### config.mk
export PLATFORM = sky130hd
export DESIGN_NAME = usart_rx_frame_ctrl
export DESIGN_NICKNAME = d
export VERILOG_FILES = /design/src/rtl/usart_pkg.sv /design/src/rtl/usart_rx_bit_sampler.sv /design/src/rtl/usart_rx_frame_ctrl.sv
export SDC_FILE = /design/constraint.sdc
export NUM_CORES = 1
export LEC_CHECK = 0
export ABC_AREA = 1
export BUFFER_PORTS_ARGS = -buffer_cell sky130_fd_sc_hd__buf_4
export CORE_MARGIN = 2
export CORE_UTILIZATION = 55
export CTS_BUF_LIST = sky130_fd_sc_hd__clkbuf_8
export DETAILED_ROUTE_END_ITERATION = 8
export GPL_ROUTABILITY_DRIVEN = 0
export PLACE_DENSITY = 0.87
export SYNTH_ARGS = -nofsm -noshare
export SYNTH_HDL_FRONTEND = slang
export SYNTH_SLANG_ARGS = --single-unit
export TNS_END_PERCENT = 100
### constraint.sdc
create_clock -name i_clk -period 2.4 [get_ports i_clk]
set_input_delay 0.48 -clock i_clk [delete_from_list [all_inputs] [get_ports i_clk]]
set_output_delay 0.48 -clock i_clk [all_outputs]
set_load 0.005 [all_outputs]
### src/rtl/usart_pkg.sv
// Shared definitions for the USART receive path: frame-size and parity-mode
// codes, receive FSM states and the frame-size decoder.
package usart_pkg;

    localparam int OVERSAMPLE_DEF = 16;
    localparam int MID_SAMPLE_DEF = 7;

    localparam logic [2:0] FS_5 = 3'b000;
    localparam logic [2:0] FS_6 = 3'b001;
    localparam logic [2:0] FS_7 = 3'b010;
    localparam logic [2:0] FS_8 = 3'b011;
    localparam logic [2:0] FS_9 = 3'b111;

    localparam logic [1:0] UPM_EVEN = 2'b10;
    localparam logic [1:0] UPM_ODD  = 2'b11;

    typedef enum logic [2:0] {
        ST_IDLE,
        ST_START,
        ST_DATA,
        ST_PARITY,
        ST_STOP1,
        ST_STOP2,
        ST_DONE
    } rx_state_e;

    // Reserved frame-size codes decode as 8 data bits.
    function automatic logic [3:0] size_to_bits(input logic [2:0] fs);
        case (fs)
            FS_5:    return 4'd5;
            FS_6:    return 4'd6;
            FS_7:    return 4'd7;
            FS_8:    return 4'd8;
            FS_9:    return 4'd9;
            default: return 4'd8;
        endcase
    endfunction

endpackage

### src/rtl/usart_rx_bit_sampler.sv
// Oversampling counter and bit-centre strobe for the USART receiver.
// USART_RX_MAJORITY_EN selects a 2-of-3 vote around the centre sample.
module usart_rx_bit_sampler
    import usart_pkg::*;
#(
    parameter int OVERSAMPLE = OVERSAMPLE_DEF,
    parameter int MID_SAMPLE = MID_SAMPLE_DEF
) (
    input  logic i_clk,
    input  logic i_rst_n,
    input  logic i_tick,
    input  logic i_clear,
    input  logic i_rxd,
    output logic o_strobe,
    output logic o_bit
);

    localparam int CW = $clog2(OVERSAMPLE);

    logic [CW-1:0] cnt_q;
    logic [CW-1:0] idx_d;

    // cnt_q holds the index of the last tick; the clearing tick is index 0.
    assign idx_d = cnt_q + 1'b1;

    always_ff @(posedge i_clk or negedge i_rst_n) begin
        if (!i_rst_n) begin
            cnt_q <= '0;
        end else if (i_clear) begin
            cnt_q <= '0;
        end else if (i_tick) begin
            cnt_q <= idx_d;
        end
    end

`ifdef USART_RX_MAJORITY_EN
    logic [1:0] win_q;

    always_ff @(posedge i_clk or negedge i_rst_n) begin
        if (!i_rst_n) begin
            win_q <= '0;
        end else if (i_tick && !i_clear) begin
            if (idx_d == CW'(MID_SAMPLE - 1)) win_q[0] <= i_rxd;
            if (idx_d == CW'(MID_SAMPLE))     win_q[1] <= i_rxd;
        end
    end

    assign o_strobe = i_tick && !i_clear && (idx_d == CW'(MID_SAMPLE + 1));
    assign o_bit    = (win_q[0] & win_q[1]) | (win_q[0] & i_rxd) | (win_q[1] & i_rxd);
`else
    assign o_strobe = i_tick && !i_clear && (idx_d == CW'(MID_SAMPLE));
    assign o_bit    = i_rxd;
`endif

endmodule

### src/rtl/usart_rx_frame_ctrl.sv
// USART receive frame sequencer: start/data/parity/stop sequencing, parity
// checker handshake and holding register. USART_RX_MAJORITY_EN enables voting.
module usart_rx_frame_ctrl
    import usart_pkg::*;
#(
    parameter int OVERSAMPLE = OVERSAMPLE_DEF,
    parameter int MID_SAMPLE = MID_SAMPLE_DEF
) (
    input  logic       i_clk,
    input  logic       i_rst_n,
    input  logic       i_sample_tick,
    input  logic       i_rxd,
    input  logic       i_rx_en,
    input  logic [2:0] i_frame_size,
    input  logic [1:0] i_parity_mode,
    input  logic       i_stop_bits,
    input  logic       i_rd_strobe,
    input  logic       i_parity_check,
    output logic [8:0] o_check_frame,
    output logic [2:0] o_check_size,
    output logic       o_check_mode,
    output logic       o_check_en,
    output logic [8:0] o_rx_data,
    output logic       o_rx_complete,
    output logic       o_frame_err,
    output logic       o_parity_err,
    output logic       o_data_overrun
);

    rx_state_e  state_q;
    logic [8:0] shift_q;
    logic [3:0] bit_idx_q;
    logic [2:0] size_q;
    logic       mode_q;
    logic       par_en_q;
    logic       par_bit_q;
    logic       check_en_q;
    logic       fe_pend_q;
    logic       pe_pend_q;
    logic [8:0] rx_data_q;
    logic       rxc_q;
    logic       fe_q;
    logic       pe_q;
    logic       dor_q;

    logic       start_d;
    logic       bit_stb;
    logic       bit_val;
    logic [3:0] nbits_d;

    assign start_d = (state_q == ST_IDLE) && i_sample_tick && !i_rxd && i_rx_en;
    assign nbits_d = size_to_bits(size_q);

    usart_rx_bit_sampler #(
        .OVERSAMPLE (OVERSAMPLE),
        .MID_SAMPLE (MID_SAMPLE)
    ) u_sampler (
        .i_clk    (i_clk),
        .i_rst_n  (i_rst_n),
        .i_tick   (i_sample_tick),
        .i_clear  (start_d),
        .i_rxd    (i_rxd),
        .o_strobe (bit_stb),
        .o_bit    (bit_val)
    );

    always_ff @(posedge i_clk or negedge i_rst_n) begin
        if (!i_rst_n) begin
            state_q    <= ST_IDLE;
            shift_q    <= '0;
            bit_idx_q  <= '0;
            size_q     <= '0;
            mode_q     <= 1'b0;
            par_en_q   <= 1'b0;
            par_bit_q  <= 1'b0;
            check_en_q <= 1'b0;
            fe_pend_q  <= 1'b0;
            pe_pend_q  <= 1'b0;
            rx_data_q  <= '0;
            rxc_q      <= 1'b0;
            fe_q       <= 1'b0;
            pe_q       <= 1'b0;
            dor_q      <= 1'b0;
        end else begin
            check_en_q <= 1'b0;
            // The checker answers combinationally while o_check_en is high.
            if (check_en_q) pe_pend_q <= par_bit_q ^ i_parity_check;
            if (i_rd_strobe) begin
                rxc_q <= 1'b0;
                fe_q  <= 1'b0;
                pe_q  <= 1'b0;
                dor_q <= 1'b0;
            end
            if (!i_rx_en) begin
                state_q <= ST_IDLE;
            end else begin
                case (state_q)
                    ST_IDLE: begin
                        if (start_d) begin
                            state_q   <= ST_START;
                            shift_q   <= '0;
                            bit_idx_q <= '0;
                            size_q    <= i_frame_size;
                            mode_q    <= i_parity_mode[0];
                            par_en_q  <= (i_parity_mode == UPM_EVEN) || (i_parity_mode == UPM_ODD);
                            fe_pend_q <= 1'b0;
                            pe_pend_q <= 1'b0;
                        end
                    end
                    ST_START: begin
                        if (bit_stb) state_q <= bit_val ? ST_IDLE : ST_DATA;
                    end
                    ST_DATA: begin
                        if (bit_stb) begin
                            shift_q[bit_idx_q] <= bit_val;
                            if (bit_idx_q == nbits_d - 4'd1)
                                state_q <= par_en_q ? ST_PARITY : ST_STOP1;
                            if (bit_idx_q != 4'd8) bit_idx_q <= bit_idx_q + 4'd1;
                        end
                    end
                    ST_PARITY: begin
                        if (bit_stb) begin
                            par_bit_q  <= bit_val;
                            check_en_q <= 1'b1;
                            state_q    <= ST_STOP1;
                        end
                    end
                    ST_STOP1: begin
                        if (bit_stb) begin
                            fe_pend_q <= !bit_val;
                            state_q   <= i_stop_bits ? ST_STOP2 : ST_DONE;
                        end
                    end
                    ST_STOP2: begin
                        if (bit_stb) state_q <= ST_DONE;
                    end
                    ST_DONE: begin
                        // A read in this cycle frees the register for the new frame.
                        if (!rxc_q || i_rd_strobe) begin
                            rx_data_q <= shift_q;
                            fe_q      <= fe_pend_q;
                            pe_q      <= pe_pend_q;
                            rxc_q     <= 1'b1;
                            dor_q     <= 1'b0;
                        end else begin
                            dor_q <= 1'b1;
                        end
                        state_q <= ST_IDLE;
                    end
                    default: state_q <= ST_IDLE;
                endcase
            end
        end
    end

    assign o_check_frame  = shift_q;
    assign o_check_size   = size_q;
    assign o_check_mode   = mode_q;
    assign o_check_en     = check_en_q;
    assign o_rx_data      = rx_data_q;
    assign o_rx_complete  = rxc_q;
    assign o_frame_err    = fe_q;
    assign o_parity_err   = pe_q;
    assign o_data_overrun = dor_q;

endmodule

# --- Yosys cells after proc, flatten, opt, wreduce, memory -nomap -nowiden ---
# Cells that the tools add are included.
totals:
  input_bits: 13
  out_inout_bits: 27
  ff_bits: 42
  word_cells: 121
classes:
  addsub: 3
  eq_ne: 25
  n_reduce_logical: 23
  mux: 51
  magnitude_cmp: 2
  bitwise_logic: 1
ops:
  columns: ["operator", "n"]
  rows:
  - ["3-bit 2-to-1 mux", 9]
  - ["1-bit 2-to-1 mux", 26]
  - ["4-bit 2-to-1 mux", 5]
  - ["9-bit 2-to-1 mux", 2]
  - ["3-bit != test (second input constant)", 6]
  - ["3-bit case mux with 6 select lines", 1]
  - ["9-bit case mux with 2 select lines", 1]
  - ["4-bit case mux with 4 select lines", 1]
  - ["3-bit == test (second input constant)", 4]
  - ["9-bit bitwise mux", 1]
  - ["3-bit by 2-bit == test with 1-bit output (second input constant)", 3]
  - ["3-bit AND reduction", 3]
  - ["4-bit by 1-bit adder with 4-bit output (second input constant)", 2]
  - ["4-bit case mux with 2 select lines", 1]
  - ["4-bit AND reduction", 2]
  - ["7-bit AND reduction", 1]
  - ["3-bit by 1-bit == test with 1-bit output (second input constant)", 2]
  - ["1-bit logical AND", 6]
  - ["3-bit zero test", 2]
  - ["2-bit != test (second input constant)", 3]
  - ["2-bit nonzero test", 3]
  - ["4-bit by 5-bit < comparator with 1-bit output (second input constant)", 1]
  - ["5-bit AND reduction", 1]
  - ["1-bit demux with 4-bit select", 1]
  - ["other kinds (13)", 18]

# --- Depth between registers and ports, before layout ---
depth:
  depth_word: 10
  depth_mapped: 12
  ltp_nobuf: 12

# --- By module ---
# From an unflattened synthesis, not the netlist that was laid out.
unflattened:
  hier_cells: 280
  area_unflattened_um2: 2214.6
modules_own_cells:
  columns: ["module", "seq_area_each_um2", "instances", "area_each_um2", "cells_per_inst"]
  rows:
  - ["usart_rx_frame_ctrl", 950.9, 1, 1966.9, 246]
  - ["usart_rx_bit_sampler", 100.1, 1, 247.7, 34]

# --- Worst setup path after synthesis ---
# No wires, ideal clock.
synth_timing:
  path_type: "input -> register"
  start: "in i_rx_en"
  end: "reg state_q[0]"
  setup_slack_ns: 0.816
  setup_ns: 0.117
  t_required_ns: 2.283
  arrival_time_ns: 1.467
  path_buffers: 1
  stages: 10
  cell_sequence: "buf_2 -> nand3_1 -> nor2_4 -> nor2_4 -> nand2_4 -> inv_1 -> nand2_1 -> nand2_1 -> nand4_1 -> nand2_1"
synth_via:
  elab_chain_len: 6
  elab_cells_between_ends: 13
  classes_between: "7 x eq/ne; 1 x mux; 5 x reduce/logical"
synth_rtl:
  columns: ["item", "line_no", "source"]
  rows:
  - ["start: declaration", "usart_rx_frame_ctrl.sv:13", "input logic i_rx_en,"]
  - ["1-bit logical AND", "usart_rx_frame_ctrl.sv:51", "assign start_d = (state_q == ST_IDLE) && i_sample_tick && !i_rxd && i_rx_en;"]
  - ["1-bit zero test", "usart_rx_bit_sampler.sv:51", "assign o_strobe = i_tick && !i_clear && (idx_d == CW'(MID_SAMPLE));"]
  - ["1-bit logical AND (2 in series)", "usart_rx_bit_sampler.sv:51", null]
  - ["3-bit != test (no source line)", null, null]
  - ["7-bit AND reduction (no source line)", null, null]
  - ["end signal: assignment", "usart_rx_frame_ctrl.sv:111", "if (bit_stb) state_q <= bit_val ? ST_IDLE : ST_DATA;"]
  - ["end signal: assignment", "usart_rx_frame_ctrl.sv:117", "state_q <= par_en_q ? ST_PARITY : ST_STOP1;"]
  - ["end signal: assignment", "usart_rx_frame_ctrl.sv:131", "state_q <= i_stop_bits ? ST_STOP2 : ST_DONE;"]
  - ["end: declaration", "usart_rx_frame_ctrl.sv:30", "rx_state_e state_q;"]
# Several ways; a longest one is shown, not always the timed one.
# A chain may end at the register's enable or synchronous reset.

# --- Final worst setup path ---
layout_timing:
  start: "reg state_q[2]"
  end: "reg bit_idx_q[0]"
layout_via:
  elab_chain_len: 9
  elab_cells_between_ends: 14
  classes_between: "4 x eq/ne; 1 x mux; 9 x reduce/logical"
layout_rtl:
  columns: ["item", "line_no", "source"]
  rows:
  - ["3-bit zero test", "usart_rx_frame_ctrl.sv:51, usart_rx_frame_ctrl.sv:97", null]
  - ["1-bit logical AND (3 in series)", "usart_rx_frame_ctrl.sv:51", null]
  - ["1-bit zero test", "usart_rx_bit_sampler.sv:51", null]
  - ["1-bit logical AND (2 in series)", "usart_rx_bit_sampler.sv:51", null]
  - ["2-bit != test (no source line)", null, null]
  - ["5-bit AND reduction (no source line)", null, null]
  - ["end signal: assignment", "usart_rx_frame_ctrl.sv:118", "if (bit_idx_q != 4'd8) bit_idx_q <= bit_idx_q + 4'd1;"]
  - ["end: declaration", "usart_rx_frame_ctrl.sv:32", "logic [3:0] bit_idx_q;"]
# Several ways; a longest one is shown, not always the timed one.

==> flow_summary.json <==
{
  "cts_tree": "done",
  "cpMaxStageDelayCell": "dfrtp_1",
  "cts.hold.buffers_added": 0,
  "max_freq_ghz": 0.543,
  "netlist_instances": 290,
  "dieHeight_um": 68.5,
  "cts_buffers": 5,
  "first_pass_iters": 4,
  "vdd_drop_max_v": 0.000503,
  "antenna_cells": 0,
  "post-cts-setup-buffer-count": 0,
  "drc_errors": 0,
  "die_x_um": 68.5,
  "grt_max_degree": 43,
  "place_ws_ps": 398,
  "critPathLaunchType": "flip-flop",
  "synth_ff_type": "dfrtp_1",
  "async_flop_share_pct": 100,
  "cts_root_buf": "clkbuf_8",
  "hpwl_um": 3410,
  "slew_headroom_pct": 65.6,
  "num_rows": 23,
  "drt-total-wl_um": 4580,
  "postSynthAreaPerCell_um2": 7.88,
  "synth_edf_count": 0,
  "synth_area_um2": 2290,
  "drt_iter0_markers": 143,
  "setup_viol": 0,
  "io_buffers": 39,
  "p_per_area_nw_per_um2": 727,
  "fin_skew_ps": 8.71,
  "synth_cell_types": 28,
  "rsz0062_at_grt": "no",
  "first_global_vias": 1753,
  "fin_ws_ps": 558,
  "ys_warn_count": 0,
  "grt_antenna_before_repair": 0,
  "cp_max_fo": 11,
  "crit_type": "reg2reg",
  "postRouteAntennaNets": 0,
  "ios": 40,
  "nets": 349,
  "path_delay_family": "simple AND/OR/NAND/NOR gates",
  "hold_viol_final": 0,
  "place_area_um2": 2590,
  "fillers": 338,
  "insertion_delay_ps": 290,
  "crit_cells": 9,
  "tightest_slew_ps": 516,
  "start_util_pct": 57.1,
  "crit_path_end_kind": "flip-flop",
  "post-route-cell-area_um2": 2710,
  "reg2regPathDepth": 9,
  "routed_via_density": 5.13,
  "via_count": 1955,
  "core_um2": 4000,
  "synth_nets": 309,
  "yosysSeqAreaShare_pct": 46.0,
  "post-route-util_pct": 67.6,
  "leakage_nw": 1.48,
  "layout_worst_path_cycle_share_pct": 76.8,
  "setup-tns-final_ps": 0,
  "path_cells": "inv_1 > nand2_4 > nor2_4 > nor2_4 > nand2_4 > nand2_2 > nand2_2 > a21oi_2 > o21ai_0",
  "cp.arrival_ps": 2020,
  "path_buf_inv": 1,
  "area.growth.synth_to_final_pct": 18.3,
  "grt_first_pass_wirelength_um": 7660,
  "cap_violations": 0,
  "outcome": "complete, no violations",
  "clk_transition_reported_paths_ps": 80,
  "worstPathRequired_ps": 2580,
  "grt_use_total_pct": 21.8,
  "dieArea_um2": 4690,
  "maxSlewViolCount": 0,
  "layout-drive-gt1-share_pct": 20.5,
  "max-clock-path-buffers": 2,
  "hold_path.class": "in2async",
  "synth-seq-cells": 42,
  "ctsResizeCount": 0,
  "period_needed_ps": 1840,
  "slowest_delay_ps": 560,
  "routedWlPerCell_um": 12.0,
  "cts_max_level": 2,
  "grt-ovfl-total": 0,
  "clkSinkCount": 42
}
## through the flow
| step | cells | hold WS, ps | total power [W] |
|---|---|---|---|
| global route | 381 | 197 | 0.00210 |
| detailed placement | 373 | 460 | 0.00143 |
| CTS | 381 | 170 | 0.00198 |
| finish | 381 | 152 | 0.00197 |
| floorplan | 290 | 184 | 0.00128 |
| global placement | 373 | 454 | 0.00141 |
## cell usage in the layout (no fill, tap or decap), types with 4 or more instances in the layout
master	count
nor2_4	5
nor2_1	28
dfrtp_1	42
o21ai_0	16
clkbuf_8	5
nand3_1	20
a21oi_1	6
buf_4	40
o21ai_2	4
inv_1	31
ha_1	6
nand4_1	8
nand2_1	92
o21ai_1	7
## worst register-to-register path, cell delays in order (launching register included)
cell	delay (ps)
dfrtp_1	560
inv_1	170
nand2_4	110
nor2_4	60
nor2_4	150
nand2_4	110
nand2_2	80
nand2_2	150
a21oi_2	240
o21ai_0	110
## synthesized netlist by cell type, types with 2 or more instances
master     n  area, um2
a21oi_1    6       30.0
buf_2      4       20.0
buf_6      3       33.8
dfrtp_1   42       1050
ha_1       6       75.1
inv_1     30        113
nand2_1   92        345
nand2_2    2       12.5
nand2_4    2       22.5
nand3_1   20        100
nand4_1    8       50.1
nor2_1    28        105
nor2_2     2       12.5
nor2_4     5       56.3
o211ai_1   2       15.0
o21ai_0   16       80.1
o21ai_1    7       35.0
o21ai_2    4       35.0
xor2_1     2       17.5
## cells by family (layout without fill, tap and decap cells)
group | after synthesis | in the layout | synth area share, %
flip-flops | 42 | 42 | 46.0
buffers and inverters | 39 | 80 | 7.72
adder cells (fa/ha/maj) | 6 | 6 | 3.28
XOR/XNOR | 3 | 3 | 1.15
AO/OA/AOI/OAI | 38 | 38 | 10.1
AND/OR/NAND/NOR | 162 | 162 | 31.8
## cell type report
type                            count  area, um2  area share [%]
Multi-Input combinational cell    209       1060            39.1
Clock inverter                      3       41.3            1.53
Tap cell                           50       62.6            2.31
Inverter                           32        123            4.53
Sequential cell                    42       1050            38.9
Clock buffer                        5       68.8            2.54
Timing Repair Buffer               40        300            11.1
## registers in the layout, summed over array words and instances, names as in the netlist
register / cells
par_bit_q: 1
u_sampler.cnt_q: 4
fe_pend_q: 1
par_en_q: 1
bit_idx_q: 4
o_frame_err: 1
o_check_en: 1
o_parity_err: 1
o_check_frame: 9
o_data_overrun: 1
o_check_size: 3
o_rx_complete: 1
state_q: 3
o_check_mode: 1
pe_pend_q: 1
o_rx_data: 9
## layer usage
metal	vias to the layer above	share of wire [%]	global-route usage [%]	wire length (um)
met2	48	47	36.8	2150
met5	-	0	0	0
li1	1000	-	-	-
met1	899	47	28.1	2150
met4	0	1.0	5.00	47
met3	8	5.0	5.43	229
## where the power goes
part | total, W | switching [W] | internal (W)
Sequential | 0.000883 | 0.0000939 | 0.000789
Combinational | 0.000535 | 0.000333 | 0.000202
Clock | 0.000549 | 0.000242 | 0.000306
## final timing paths
kind                                 to  slack, ps        startpoint
hold reg to reg               pe_pend_q        470        o_check_en
hold / removal             bit_idx_q[3]        150           i_rst_n
setup / recovery           bit_idx_q[0]        560        state_q[2]
setup reg to reg           bit_idx_q[0]        560        state_q[2]
min in group i_clk         o_check_mode        390  i_parity_mode[0]
max in group asynchronous      par_en_q       1890           i_rst_n
Note: power is estimated with default switching activity, not from simulation.
